`src/rtl/led_blink_sched.sv`:
```
// led_blink_sched: shares a single board LED between N_REQ blink-job requesters.
// Each job is (on ticks, off ticks, repeat count). One job runs at a time.
// The ON and OFF phases are timed off a prescaled tick.
// Build option LED_SCHED_RR_EN:
//   - defined: round-robin arbitration, starting from requester 0 after reset.
//   - undefined (default): fixed priority, where the lowest index wins.
module led_blink_sched #(
    parameter int N_REQ    = 4,
    parameter int TICK_DIV = 25_000,
    parameter int LEN_W    = 16,
    parameter int CNT_W    = 8
) (
    input  logic                   clk_i,
    input  logic                   rst_n_i,
    input  logic [N_REQ-1:0]       req_i,
    input  logic [N_REQ*LEN_W-1:0] on_len_i,
    input  logic [N_REQ*LEN_W-1:0] off_len_i,
    input  logic [N_REQ*CNT_W-1:0] count_i,
    output logic [N_REQ-1:0]       gnt_o,
    output logic [N_REQ-1:0]       done_o,
    output logic                   busy_o,
    output logic                   led_o
);
    localparam int IDX_W = (N_REQ > 1) ? $clog2(N_REQ) : 1;
    localparam int PRE_W = $clog2(TICK_DIV);
    localparam logic [PRE_W-1:0] PRE_MAX   = PRE_W'(TICK_DIV - 1);
    localparam logic [CNT_W-1:0] BLINK_MAX = '1;

    typedef enum logic [1:0] {S_IDLE, S_ON, S_OFF, S_DONE} state_t;

    state_t           state_q, state_d;
    logic [PRE_W-1:0] pre_q, pre_d;
    logic [LEN_W-1:0] phase_q, phase_d;
    logic [LEN_W-1:0] on_q, on_d, off_q, off_d;
    logic [CNT_W-1:0] cnt_q, cnt_d, blinks_q, blinks_d;
    logic [IDX_W-1:0] sel_q, sel_d;
    logic [N_REQ-1:0] gnt_q, gnt_d, done_q, done_d;
    logic             busy_q, busy_d, led_q, led_d;

    logic             tick;
    logic             win_vld;
    logic [IDX_W-1:0] win_idx;
    logic [LEN_W-1:0] win_on, win_off;
    logic [CNT_W-1:0] win_cnt, blinks_inc;

    assign tick       = (pre_q == PRE_MAX);
    assign blinks_inc = blinks_q + 1'b1;

`ifdef LED_SCHED_RR_EN
    logic [IDX_W-1:0] ptr_q, ptr_d;

    // Round-robin pick: the first requester found after the last granted one.
    // The loop scans downward and overwrites, so the closest candidate ends up as the winner.
    always_comb begin
        win_vld = 1'b0;
        win_idx = '0;
        for (int i = N_REQ; i >= 1; i--) begin
            if (req_i[IDX_W'((int'(ptr_q) + i) % N_REQ)]) begin
                win_vld = 1'b1;
                win_idx = IDX_W'((int'(ptr_q) + i) % N_REQ);
            end
        end
    end
`else
    // Fixed-priority pick: the lowest requesting index wins.
    always_comb begin
        win_vld = 1'b0;
        win_idx = '0;
        for (int i = N_REQ - 1; i >= 0; i--) begin
            if (req_i[i]) begin
                win_vld = 1'b1;
                win_idx = IDX_W'(i);
            end
        end
    end
`endif

    // Job parameters of the winning requester; a zero length is treated as 1 tick.
    always_comb begin
        win_on  = on_len_i[int'(win_idx)*LEN_W +: LEN_W];
        win_off = off_len_i[int'(win_idx)*LEN_W +: LEN_W];
        win_cnt = count_i[int'(win_idx)*CNT_W +: CNT_W];
        if (win_on == '0)  win_on  = LEN_W'(1);
        if (win_off == '0) win_off = LEN_W'(1);
    end

    // Next-state logic: job FSM, phase timing and registered outputs.
    always_comb begin
        state_d  = state_q;
        pre_d    = tick ? '0 : pre_q + 1'b1;
        phase_d  = phase_q;
        on_d     = on_q;
        off_d    = off_q;
        cnt_d    = cnt_q;
        blinks_d = blinks_q;
        sel_d    = sel_q;
        gnt_d    = gnt_q;
        done_d   = '0;
        busy_d   = busy_q;
        led_d    = led_q;
`ifdef LED_SCHED_RR_EN
        ptr_d    = ptr_q;
`endif
        unique case (state_q)
            S_IDLE: begin
                gnt_d  = '0;
                busy_d = 1'b0;
                led_d  = 1'b0;
                if (win_vld) begin
                    state_d  = S_ON;
                    sel_d    = win_idx;
                    on_d     = win_on;
                    off_d    = win_off;
                    cnt_d    = win_cnt;
                    blinks_d = '0;
                    pre_d    = '0;
                    phase_d  = '0;
                    gnt_d    = N_REQ'(1) << win_idx;
                    busy_d   = 1'b1;
                    led_d    = 1'b1;
`ifdef LED_SCHED_RR_EN
                    ptr_d    = win_idx;
`endif
                end
            end
            S_ON: begin
                if (!req_i[sel_q]) begin
                    // Abort: the requester withdrew, so no done pulse is raised.
                    state_d = S_IDLE;
                    gnt_d   = '0;
                    busy_d  = 1'b0;
                    led_d   = 1'b0;
                end else if (tick) begin
                    if (phase_q == on_q - 1'b1) begin
                        state_d = S_OFF;
                        phase_d = '0;
                        led_d   = 1'b0;
                    end else begin
                        phase_d = phase_q + 1'b1;
                    end
                end
            end
            S_OFF: begin
                if (!req_i[sel_q]) begin
                    state_d = S_IDLE;
                    gnt_d   = '0;
                    busy_d  = 1'b0;
                    led_d   = 1'b0;
                end else if (tick) begin
                    if (phase_q == off_q - 1'b1) begin
                        phase_d = '0;
                        // Saturate so an endless job never wraps around into a false match.
                        blinks_d = (blinks_q == BLINK_MAX) ? blinks_q : blinks_inc;
                        if (cnt_q != '0 && blinks_inc == cnt_q) begin
                            state_d = S_DONE;
                            done_d  = gnt_q;
                            gnt_d   = '0;
                            busy_d  = 1'b0;
                            led_d   = 1'b0;
                        end else begin
                            state_d = S_ON;
                            led_d   = 1'b1;
                        end
                    end else begin
                        phase_d = phase_q + 1'b1;
                    end
                end
            end
            S_DONE: begin
                // Hold one idle cycle before arbitrating again.
                state_d = S_IDLE;
                gnt_d   = '0;
                busy_d  = 1'b0;
                led_d   = 1'b0;
            end
            default: state_d = S_IDLE;
        endcase
    end

    // State and output registers, cleared asynchronously.
    always_ff @(posedge clk_i or negedge rst_n_i) begin
        if (!rst_n_i) begin
            state_q  <= S_IDLE;
            pre_q    <= '0;
            phase_q  <= '0;
            on_q     <= '0;
            off_q    <= '0;
            cnt_q    <= '0;
            blinks_q <= '0;
            sel_q    <= '0;
            gnt_q    <= '0;
            done_q   <= '0;
            busy_q   <= 1'b0;
            led_q    <= 1'b0;
`ifdef LED_SCHED_RR_EN
            ptr_q    <= IDX_W'(N_REQ - 1);
`endif
        end else begin
            state_q  <= state_d;
            pre_q    <= pre_d;
            phase_q  <= phase_d;
            on_q     <= on_d;
            off_q    <= off_d;
            cnt_q    <= cnt_d;
            blinks_q <= blinks_d;
            sel_q    <= sel_d;
            gnt_q    <= gnt_d;
            done_q   <= done_d;
            busy_q   <= busy_d;
            led_q    <= led_d;
`ifdef LED_SCHED_RR_EN
            ptr_q    <= ptr_d;
`endif
        end
    end

    assign gnt_o  = gnt_q;
    assign done_o = done_q;
    assign busy_o = busy_q;
    assign led_o  = led_q;

endmodule

```
`config.mk`:
```
export PLATFORM = sky130hd
export DESIGN_NAME = led_blink_sched
export DESIGN_NICKNAME = d
export VERILOG_FILES = /design/src/rtl/led_blink_sched.sv
export SDC_FILE = /design/constraint.sdc
export NUM_CORES = 1
export LEC_CHECK = 0
export CAP_MARGIN = 20
export CORE_MARGIN = 3
export CORE_UTILIZATION = 38
export CTS_BUF_LIST = sky130_fd_sc_hd__clkbuf_16
export CTS_CLUSTER_DIAMETER = 50
export DETAILED_ROUTE_END_ITERATION = 7
export GPL_ROUTABILITY_DRIVEN = 0
export PLACE_DENSITY = 0.72
export SYNTH_ARGS = -nofsm -noshare
export SYNTH_HDL_FRONTEND = slang
export SYNTH_SLANG_ARGS = --single-unit
```
`constraint.sdc`:
```
create_clock -name clk_i -period 8.4 [get_ports clk_i]
set_input_delay 0.84 -clock clk_i [delete_from_list [all_inputs] [get_ports clk_i]]
set_output_delay 0.84 -clock clk_i [all_outputs]
set_load 0.005 [all_outputs]
```
==> results.sh, run 1 <==
export IMPL_antenna_found_initial=0
export IMPL_status="complete, no violations"
export IMPL_dp_hpwl_um=15800
export IMPL_tns_ns=0
export IMPL_switchingPower_uw=965
export IMPL_yosys_mux_area_fraction_pct=8.33
export IMPL_postCtsHoldBufs=0
export IMPL_final_nets=1088
export IMPL_port_buffers=175
export IMPL_ctsRootBufferMaster="clkbuf_16"
export IMPL_cts_buffers_inserted=9
export IMPL_clockBufferDepth=2
export IMPL_p_comb_share_pct=46.1
export IMPL_hold_viol_final=0
export IMPL_nFillCells=1637
export IMPL_clkPwrFrac_pct=18.9
export IMPL_setup_viol=0
export IMPL_clk_pin_slew_ns=0.07
export IMPL_diodes=0
export IMPL_ys_warnings_count=0
export IMPL_final_cell_area_um2=8940
export IMPL_seq_power_share_pct=35.0
export IMPL_grt_usage_pct=20.4
export IMPL_synth_top_area_share_pct=34.3
export IMPL_drtPass1Iterations=7
export IMPL_yosys_area_top_type="dfrtp_1"
export IMPL_critical_path_endpoint_type="flip-flop"
export IMPL_ys_top_cells_by_area="dfrtp_1 34%, mux2_2 6.6%, a222oi_1 5.6%"
export IMPL_via_count=6544
export IMPL_synth_area_per_cell_um2=8.73
export IMPL_placed_area_um2=8640
export IMPL_dp_cells=1126
export IMPL_ir_drop_uv=157
export IMPL_synth_xor_area_share_pct=8.35
export IMPL_synth_common_cells="98 x nand2_1, 93 x dfrtp_1, 55 x o21ai_0, 47 x nor2_1, 45 x clkbuf_1"
export IMPL_dieArea_um2=19500
export IMPL_fp_row_count=48
export IMPL_avgRoutedWirePerCell_um=17.8
export IMPL_cp_cell_sequence="clkdlybuf4s50_1 > nand2b_1 > a21oi_4 > buf_4 > mux2_2 > a222oi_1 > nand4_1 > nor4_1 > nor3_1 > a21oi_1"
export IMPL_layout_setup_ws_ns=4.93
export IMPL_cpPeakStageDelay_ns=0.48
export IMPL_arrival_ns=3.75
export IMPL_intPower_mw=1.25
export IMPL_die_x_um=140
export IMPL_drc=0
export IMPL_yosys_area_share_simple_pct=23.3
export IMPL_start_util_pct=39.0
export IMPL_swShare_pct=43.6
export IMPL_leakage_nw=3.44
export IMPL_vias_per_cell=5.73
export IMPL_post_cts_buffers=0
export IMPL_ant_nets=0
export IMPL_slew_violations=0
export IMPL_syn_nets=952
export IMPL_cts_num_sinks=93
export IMPL_drtIter0Drc=665
export IMPL_ioPinCount=176
export IMPL_synth_edf_count=0
export IMPL_hold_path_class="input pin to asynchronous set/reset pin"
export IMPL_synth_compound_area_share_pct=19.3
export IMPL_crit_fanout=41
export IMPL_setup_worst_path_class="input pin to flip-flop"
export IMPL_drt_total_wl_um=20300
export IMPL_relSlewSlack_pct=32.4
export IMPL_synth_top_family_by_area="simple AND/OR/NAND/NOR gates"
export IMPL_grt_pass1_vias=6192
export IMPL_period_needed_ns=3.47
export IMPL_cp_top_family="buffers and inverters"
export IMPL_fin_cells=1142
export IMPL_clock_latency_ns=0.35
export IMPL_cp_start_kind="input pin"
export IMPL_synth_most_common_cell="nand2_1"
export IMPL_p_per_area_nw_per_um2=247
export IMPL_drive_gt1_share_pct=9.49
export IMPL_total_power_mw=2.21
export IMPL_die_y_um=140
export IMPL_fp_coreArea_um2=17400
export IMPL_fmaxAchievable_ghz=0.288
export IMPL_max_cap_violations=0
export IMPL_synth_ff_type="dfrtp_1"
export IMPL_synth_async_sr_flop_share_pct=100
export IMPL_tritoncts="done"
export IMPL_cp_slowest_cell="a222oi_1"
export IMPL_syn_inst=776
export IMPL_ys_seq_area_share_pct=34.3
export IMPL_synth_area_um2=6780
export IMPL_final_util_pct=51.5
export IMPL_synth_seq_cells=93
export IMPL_critical_path_buf_inv_count=2
export IMPL_skew_ns=0.00806
export IMPL_dp_slack_ns=4.62
export IMPL_synth_adder_area_share_pct=1.85
export IMPL_cts_resized=0
export IMPL_grt_first_pass_wirelength_um=32300
export IMPL_crit_required_ns=8.68
export IMPL_grt_ovfl_total=0
export IMPL_grt_max_degree=85
export IMPL_rsz0062_at_grt="false"
export IMPL_ys_types=65
export IMPL_worst_hold_slack_ns=0.484
export IMPL_syn_to_final_growth_pct=31.9
export IMPL_min_period_over_period_pct=41.3
export IMPL_worstMarginPinSlew_ns=1.01
export IMPL_h_tree_depth=3
state kept, by name, indices dropped and copies added, names as in the netlist:
name      flops
pre_q        15
blinks_q      8
off_q        16
sel_q         2
done_o        4
on_q         16
busy_o        1
led_o         1
state_q       2
gnt_o         4
cnt_q         8
phase_q      16
routing by layer:
layer	track usage, %	share of wire, %	vias to the layer above
li1	-	-	3174
met1	27.7	43	3106
met2	33.7	49	240
met3	3.47	6.6	24
met4	5.97	2.0	0
met5	0	0	-
cells by family after synthesis:
group	count (synthesis)
buf+inv	75
mux	50
fa+ha+maj	10
flops	93
xor+xnor	63
compound gates	178
simple gates	307
worst reg2reg max path, cell delays in order (launching register included):
cell       delay [ns]
dfrtp_1          0.42
inv_1            0.09
ha_1             0.31
o21ba_2          0.23
a221oi_1         0.28
a41oi_1          0.10
nor4_1           0.37
o2111ai_2        0.32
nor3_1           0.56
buf_4            0.26
a21oi_1          0.08
a211o_1          0.27
final cells by class:
class	instances	area, um2	share of cell area (%)
clock inverters	7	72.6	0.812
clock buffers	9	225	2.52
inverters	18	67.6	0.756
multi-input cells	608	4160	46.6
flip-flops and latches	93	2330	26.0
repair buffers	182	1800	20.2
well taps	225	282	3.15
cell usage in the layout (no fill, tap or decap), types with 24 or more instances in the layout:
cell             count
dfrtp_1             93
a222oi_1            38
xor2_1              31
o21ai_0             54
mux2_2              40
nor2_1              47
clkdlybuf4s50_1    174
nand3_1             24
nand2_1             97
nor3_1              29
xnor2_1             31
worst paths after layout:
kind	startpoint	to	slack, ns	cells after the start
worst max register to register	off_q[0]$_DFFE_PN0P_	blinks_q[2]$_DFFE_PN0P_	5.00	11
max in group asynchronous	rst_n_i	phase_q[0]$_DFFE_PN0P_	6.85	2
min in group clk_i	pre_q[0]$_DFF_PN0_	pre_q[0]$_DFF_PN0_	0.48	1
worst min-delay path	rst_n_i	gnt_o[0]$_DFFE_PN0P_	0.48	1
worst min register to register	pre_q[0]$_DFF_PN0_	pre_q[0]$_DFF_PN0_	0.48	1
worst max-delay path	req_i[2]	on_q[0]$_DFFE_PN0P_	4.93	10
power by group through the flow:
stage	Sequential (mW)	Clock [mW]	Combinational, mW
global placement	0.776	0	1.01
floorplan	0.708	0	0.784
finish	0.773	0.419	1.02
global route	0.796	0.441	1.15
detailed placement	0.779	0	1.02
CTS	0.770	0.427	1.02
No activity file was read; power rests on OpenSTA's default activity.
==> inputs of run 2 (changes only) <==
--- a/config.mk
+++ b/config.mk
@@ -12,7 +12,7 @@
 export CTS_CLUSTER_DIAMETER = 50
 export DETAILED_ROUTE_END_ITERATION = 7
 export GPL_ROUTABILITY_DRIVEN = 0
-export PLACE_DENSITY = 0.72
+export PLACE_DENSITY = 0.74
 export SYNTH_ARGS = -nofsm -noshare
 export SYNTH_HDL_FRONTEND = slang
 export SYNTH_SLANG_ARGS = --single-unit
==> constraint.sdc (replaced) <==
create_clock -name clk_i -period 2.95 [get_ports clk_i]
set_input_delay 0.295 -clock clk_i [delete_from_list [all_inputs] [get_ports clk_i]]
set_output_delay 0.295 -clock clk_i [all_outputs]
set_load 0.005 [all_outputs]
==> run 2 against run 1 <==
Routed wire length rose by 2.3%. Via count rose by 4.7%. Sequential share of layout area is 1.5 points lower. Power grew to 3.1 times the previous value. Utilization is 3.2 points higher. Critical path depth rose by 1. Register-to-register slack lost 4.9 ns. Combinational power rose to 3.4 times the previous value. Sequential cell count did not move. Non-clock buffer count increased by 52. Count of clock-buffer cells in the layout unchanged. First-iteration DRC count is 11% lower. Largest power group unchanged.
==> results.sh, run 2 (synthesis gave the netlist of run 1 again) <==
export IMPL_status="complete, no violations"
export IMPL_leakage_nw=3.76
export IMPL_skew_ns=0.00895
export IMPL_final_common_cell="clkdlybuf4s50_1"
export IMPL_dr_wl_met2_um=10000
export IMPL_port_buffers=175
export IMPL_wl_met3_um=1510
export IMPL_post_cts_buffers=0
export IMPL_grt_ovfl_total=0
export IMPL_hold_viol_final=0
export IMPL_rsz0062_at_grt="true"
export IMPL_fp_row_count=48
export IMPL_arrival_ns=3.05
export IMPL_h_tree_depth=3
export IMPL_min_period_over_period_pct=96.1
export IMPL_via_count=6850
export IMPL_dp_hpwl_um=16200
export IMPL_ant_nets=0
export IMPL_syn_to_final_growth_pct=40.1
export IMPL_drt_met1_wl_um=8740
export IMPL_max_cap_violations=0
export IMPL_die_y_um=140
export IMPL_start_util_pct=39.0
export IMPL_clockBufferDepth=2
export IMPL_setup_viol=0
export IMPL_grt_first_pass_wirelength_um=33900
export IMPL_diodes=0
export IMPL_final_nets=1140
export IMPL_vias_per_cell=5.74
export IMPL_p_per_area_nw_per_um2=715
export IMPL_reg2reg_slack_ns=0.12
export IMPL_grt_pass1_vias=6678
export IMPL_critical_path_endpoint_type="flip-flop"
export IMPL_worstMarginPinSlew_ns=0.979
export IMPL_grt_max_degree=63
export IMPL_ioPinCount=176
export IMPL_slew_violations=0
export IMPL_cts_num_sinks=93
export IMPL_r2r_start="on_q[0]$_DFFE_PN0P_"
export IMPL_critPathCapture="phase_q[7]$_DFFE_PN0P_"
export IMPL_total_power_mw=6.79
export IMPL_hold_path_class="input pin to asynchronous set/reset pin"
export IMPL_relSlewSlack_pct=34.7
export IMPL_drive_gt1_share_pct=14.9
export IMPL_cts_buffers_inserted=9
export IMPL_clk_pin_slew_ns=0.06
export IMPL_clock_latency_ns=0.35
export IMPL_tritoncts="done"
export IMPL_setup_worst_path_class="flip-flop to flip-flop"
export IMPL_fmaxAchievable_ghz=0.353
export IMPL_fp_coreArea_um2=17400
export IMPL_cp_start_kind="flip-flop"
export IMPL_crit_required_ns=3.17
export IMPL_die_x_um=140
export IMPL_largestRegisters="off_q: 16 flops, on_q: 16 flops, phase_q: 16 flops"
export IMPL_period_needed_ns=2.83
export IMPL_ir_drop_uv=401
export IMPL_placed_area_um2=9140
export IMPL_antenna_found_initial=0
export IMPL_drt_total_wl_um=20800
export IMPL_crit_start="on_q[0]$_DFFE_PN0P_"
export IMPL_dp_slack_ns=-0.0136
export IMPL_r2r_end="phase_q[7]$_DFFE_PN0P_"
export IMPL_dieArea_um2=19500
export IMPL_drtPass1Iterations=8
export IMPL_most_common_layout_cells="174 x clkdlybuf4s50_1, 97 x nand2_1, 93 x dfrtp_1"
export IMPL_ctsRootBufferMaster="clkbuf_16"
export IMPL_drc=0
export IMPL_layout_setup_ws_ns=0.116
export IMPL_topRoutingLayerUsed="met4"
export IMPL_final_cell_area_um2=9490
export IMPL_crit_fanout=9
export IMPL_rr_worst_depth=11
export IMPL_drtIter0Drc=589
export IMPL_grt_usage_pct=21.1
export IMPL_avgRoutedWirePerCell_um=17.4
run 2: cell count changes in the layout (fill, tap and decap cells not counted), moves of 2 or more:
cell and change:
clkinv_2 +2, buf_12 +9, clkinvlp_4 -2, a2111oi_0 -2, a2111oi_1 +2, buf_4 +42
run 2: worst min path at each step:
stage                            start                       to  slack [ns]
finish                         rst_n_i  blinks_q[2]$_DFFE_PN0P_        0.49
global placement               rst_n_i  blinks_q[2]$_DFFE_PN0P_        0.32
detailed placement             rst_n_i  blinks_q[2]$_DFFE_PN0P_        0.33
CTS                            rst_n_i     gnt_o[3]$_DFFE_PN0P_        0.51
global route        pre_q[0]$_DFF_PN0_       pre_q[0]$_DFF_PN0_        0.54
floorplan                      rst_n_i  blinks_q[0]$_DFFE_PN0P_     -0.0006
run 2: routing by layer:
layer | track usage, % | vias up
li1 | - | 3289
met4 | 7.14 | 0
met2 | 35.6 | 290
met1 | 27.5 | 3233
met3 | 3.85 | 38
met5 | 0 | -
run 2: repair_timing:
| item | 4_1_cts | 5_1_grt |
|---|---|---|
| hold buffers | 1 | 0 |
| endpoints found under the hold margin | 42 | 0 |
| gates resized for setup | 0 | 8 |
| endpoints found under the setup margin | 0 | 29 |
run 2: worst max-delay path: stages, from the launching register on:
cell	delay [ns]
dfrtp_1	0.35
inv_1	0.07
ha_1	0.23
nor4b_2	0.28
nand2_1	0.08
a2111oi_1	0.39
a311oi_1	0.12
or3_1	0.33
o31a_1	0.37
buf_12	0.16
o2111ai_1	0.21
o211ai_1	0.12
run 2: through the flow:
| stage | hold WS [ns] | util [%] | std cells | TNS, ns |
|---|---|---|---|---|
| final | 0.491 | 54.7 | 1194 | 0 |
| after global routing | 0.536 | 54.7 | 1194 | -0.0480 |
| after CTS | 0.507 | 54.5 | 1194 | 0 |
| after detailed placement | 0.328 | 52.6 | 1177 | -0.0147 |
| after global placement | 0.325 | 52.6 | 1177 | 0 |
| after floorplan | -0.000591 | - | 776 | 0 |
run 2: report_power, final:
part / internal, mW / switching (mW) / total, mW
combinational: 1.59 / 1.84 / 3.43
sequential: 1.64 / 0.491 / 2.13
clock: 0.739 / 0.491 / 1.23
run 2: layout make-up:
class | count | area [um2]
Fill cell | 1535 | 7870
Clock inverter | 7 | 88.8
Clock buffer | 9 | 225
Inverter | 18 | 67.6
Tap cell | 225 | 282
Multi-Input combinational cell | 608 | 4190
Timing Repair Buffer | 234 | 2310
Sequential cell | 93 | 2330
==> inputs of run 3 (changes only) <==
--- a/config.mk
+++ b/config.mk
@@ -12,7 +12,9 @@
 export CTS_CLUSTER_DIAMETER = 50
 export DETAILED_ROUTE_END_ITERATION = 7
 export GPL_ROUTABILITY_DRIVEN = 0
-export PLACE_DENSITY = 0.74
+export PLACE_DENSITY = 0.72
+export SKIP_CTS_REPAIR_TIMING = 1
+export SLEW_MARGIN = 20
 export SYNTH_ARGS = -nofsm -noshare
 export SYNTH_HDL_FRONTEND = slang
 export SYNTH_SLANG_ARGS = --single-unit
==> constraint.sdc (replaced) <==
create_clock -name clk_i -period 2.7 [get_ports clk_i]
set_input_delay 0.27 -clock clk_i [delete_from_list [all_inputs] [get_ports clk_i]]
set_output_delay 0.27 -clock clk_i [all_outputs]
set_load 0.005 [all_outputs]
==> run 3 against run 2 <==
Largest cell class unchanged. Critical path depth shrank 3. First-iteration DRC count is 7.6% higher. Die area unchanged. Global-route usage is 1.2 points higher. The flow now finishes with violations (negative setup slack).
==> results.sh, run 3 (synthesis gave the netlist of run 1 again) <==
export IMPL_setup_viol=8
export IMPL_layout_setup_ws_ns=-0.0534
export IMPL_crit_required_ns=2.92
export IMPL_drtPass1Iterations=6
export IMPL_critical_path_endpoint_type="flip-flop"
export IMPL_r2r_end="phase_q[13]$_DFFE_PN0P_"
export IMPL_status="finished, violations left"
export IMPL_drtIter0Drc=634
export IMPL_r2r_start="on_q[7]$_DFFE_PN0P_"
export IMPL_final_nets=1197
export IMPL_cts_num_sinks=93
export IMPL_multi_input_area_um2=4430
export IMPL_relSlewSlack_pct=59.3
export IMPL_min_period_over_period_pct=102
export IMPL_syn_to_final_growth_pct=49.3
export IMPL_p_comb_share_pct=56.6
export IMPL_skew_ns=0.00992
export IMPL_slew_violations=0
export IMPL_ant_nets=0
export IMPL_fp_coreArea_um2=17400
export IMPL_switchingPower_mw=3.43
export IMPL_clockBufferDepth=2
export IMPL_fp_row_count=48
export IMPL_grt_max_degree=67
export IMPL_h_tree_depth=3
export IMPL_fmaxAchievable_ghz=0.363
export IMPL_worst_hold_slack_ns=0.454
export IMPL_register_area_um2=2330
export IMPL_avgRoutedWirePerCell_um=18.3
export IMPL_grt_ovfl_total=0
export IMPL_ctsRootBufferMaster="clkbuf_16"
export IMPL_reg2reg_slack_ns=-0.05
export IMPL_arrival_ns=2.98
export IMPL_die_y_um=140
export IMPL_final_common_cell="clkdlybuf4s50_1"
export IMPL_cp_start_kind="flip-flop"
export IMPL_hold_viol_final=0
export IMPL_largestRegisters="off_q: 16 flops, on_q: 16 flops, phase_q: 16 flops"
export IMPL_dp_hpwl_um=17700
export IMPL_via_count=7168
export IMPL_p_per_area_nw_per_um2=786
export IMPL_clock_latency_ns=0.36
export IMPL_drt_total_wl_um=22900
export IMPL_total_power_mw=7.96
export IMPL_crit_fanout=14
export IMPL_drive_gt1_share_pct=23.4
export IMPL_cp_slowest_cell="nor4_4"
export IMPL_leakage_nw=4.04
export IMPL_crit_start="on_q[7]$_DFFE_PN0P_"
export IMPL_worstMarginPinSlew_ns=0.610
export IMPL_cp_cell_sequence="nor4_4 > nand4_1 > xnor2_1 > a2111o_1 > o31a_1 > buf_6 > o2111ai_1 > o211ai_1"
export IMPL_port_buffers=175
export IMPL_grt_pass1_vias=6901
export IMPL_period_needed_ns=2.75
export IMPL_grt_usage_pct=22.3
export IMPL_intPower_mw=4.53
export IMPL_nFillCells=1541
export IMPL_grt_first_pass_wirelength_um=35400
export IMPL_antenna_found_initial=0
export IMPL_setup_worst_path_class="flip-flop to flip-flop"
export IMPL_diodes=0
export IMPL_clk_pin_slew_ns=0.06
export IMPL_cpPeakStageDelay_ns=0.52
export IMPL_rr_worst_depth=8
export IMPL_swShare_pct=43.1
export IMPL_most_common_layout_cells="174 x clkdlybuf4s50_1, 102 x buf_4, 95 x nand2_1"
export IMPL_ir_drop_uv=510
export IMPL_max_cap_violations=0
export IMPL_rsz0062_at_grt="true"
export IMPL_tritoncts="done"
export IMPL_drc=0
export IMPL_clkPwrFrac_pct=15.1
export IMPL_ioPinCount=176
export IMPL_hold_path_class="input pin to asynchronous set/reset pin"
export IMPL_cts_buffers_inserted=9
export IMPL_vias_per_cell=5.73
export IMPL_die_x_um=140
export IMPL_start_util_pct=39.0
export IMPL_dieArea_um2=19500
export IMPL_seq_power_share_pct=28.3
export IMPL_violations="negative setup slack"
export IMPL_critPathCapture="phase_q[13]$_DFFE_PN0P_"
run 3: changes by cell type in the layout (fill, tap and decap cells not counted), sizes merged:
cell | previous run | this run
clkinvlp | 0 | 3
bufinv | 2 | 0
clkinv | 4 | 3
buf | 59 | 116
run 3: per-stage QoR:
| stage | area (um2) | setup slack [ns] | setup TNS (ns) | utilization (%) | instances |
|---|---|---|---|---|---|
| final | 10100 | -0.0534 | -0.185 | 58.3 | 1251 |
| after global placement | 9470 | -0.245 | -0.448 | 54.5 | 1224 |
| after CTS | 9740 | -0.149 | -1.78 | 56.1 | 1240 |
| after global routing | 10100 | -0.140 | -2.22 | 58.3 | 1251 |
| after detailed placement | 9470 | -0.286 | -1.76 | 54.5 | 1224 |
| after floorplan | 6780 | -0.0211 | -0.0211 | - | 776 |
run 3: worst min path at each step:
stage / to / slack [ns] / cells past startpoint
after floorplan: blinks_q[0]$_DFFE_PN0P_ / -0.03 / 0
after global placement: on_q[6]$_DFFE_PN0P_ / 0.29 / 1
after detailed placement: on_q[1]$_DFFE_PN0P_ / 0.29 / 1
after CTS: on_q[1]$_DFFE_PN0P_ / -0.09 / 1
after global routing: on_q[1]$_DFFE_PN0P_ / 0.51 / 2
final: on_q[6]$_DFFE_PN0P_ / 0.45 / 2
run 3: layout make-up:
cell class	instances	share of cell area, %
clock buffer	9	2.23
clock inverter	7	0.495
tap	225	2.78
timing repair buffer	291	27.0
inverter	18	0.668
multi-input combinational	608	43.8
sequential	93	23.1
run 3: routing by layer:
layer | routed length [um] | global-route usage (%)
met1 | 9540 | 29.0
met2 | 11300 | 37.3
met3 | 1510 | 4.81
met4 | 531 | 7.24
met5 | 0 | 0
run 3: critical path, delay by kind of cell, from the launching register on:
family,cells,cell delay [ns]
flip-flops,1,0.41
AO/OA/AOI/OAI,4,1.09
AND/OR/NAND/NOR,2,0.74
buffers and inverters,1,0.17
XOR/XNOR,1,0.21
run 3: power by group through the flow:
stage	logic (mW)	clock network, mW	registers (mW)
2_1_floorplan	2.45	0	2.20
3_3_place_gp	3.97	0	2.23
3_5_place_dp	4.05	0	2.24
4_1_cts	4.07	1.22	2.23
5_1_grt	4.91	1.28	2.31
6_report	4.50	1.20	2.25
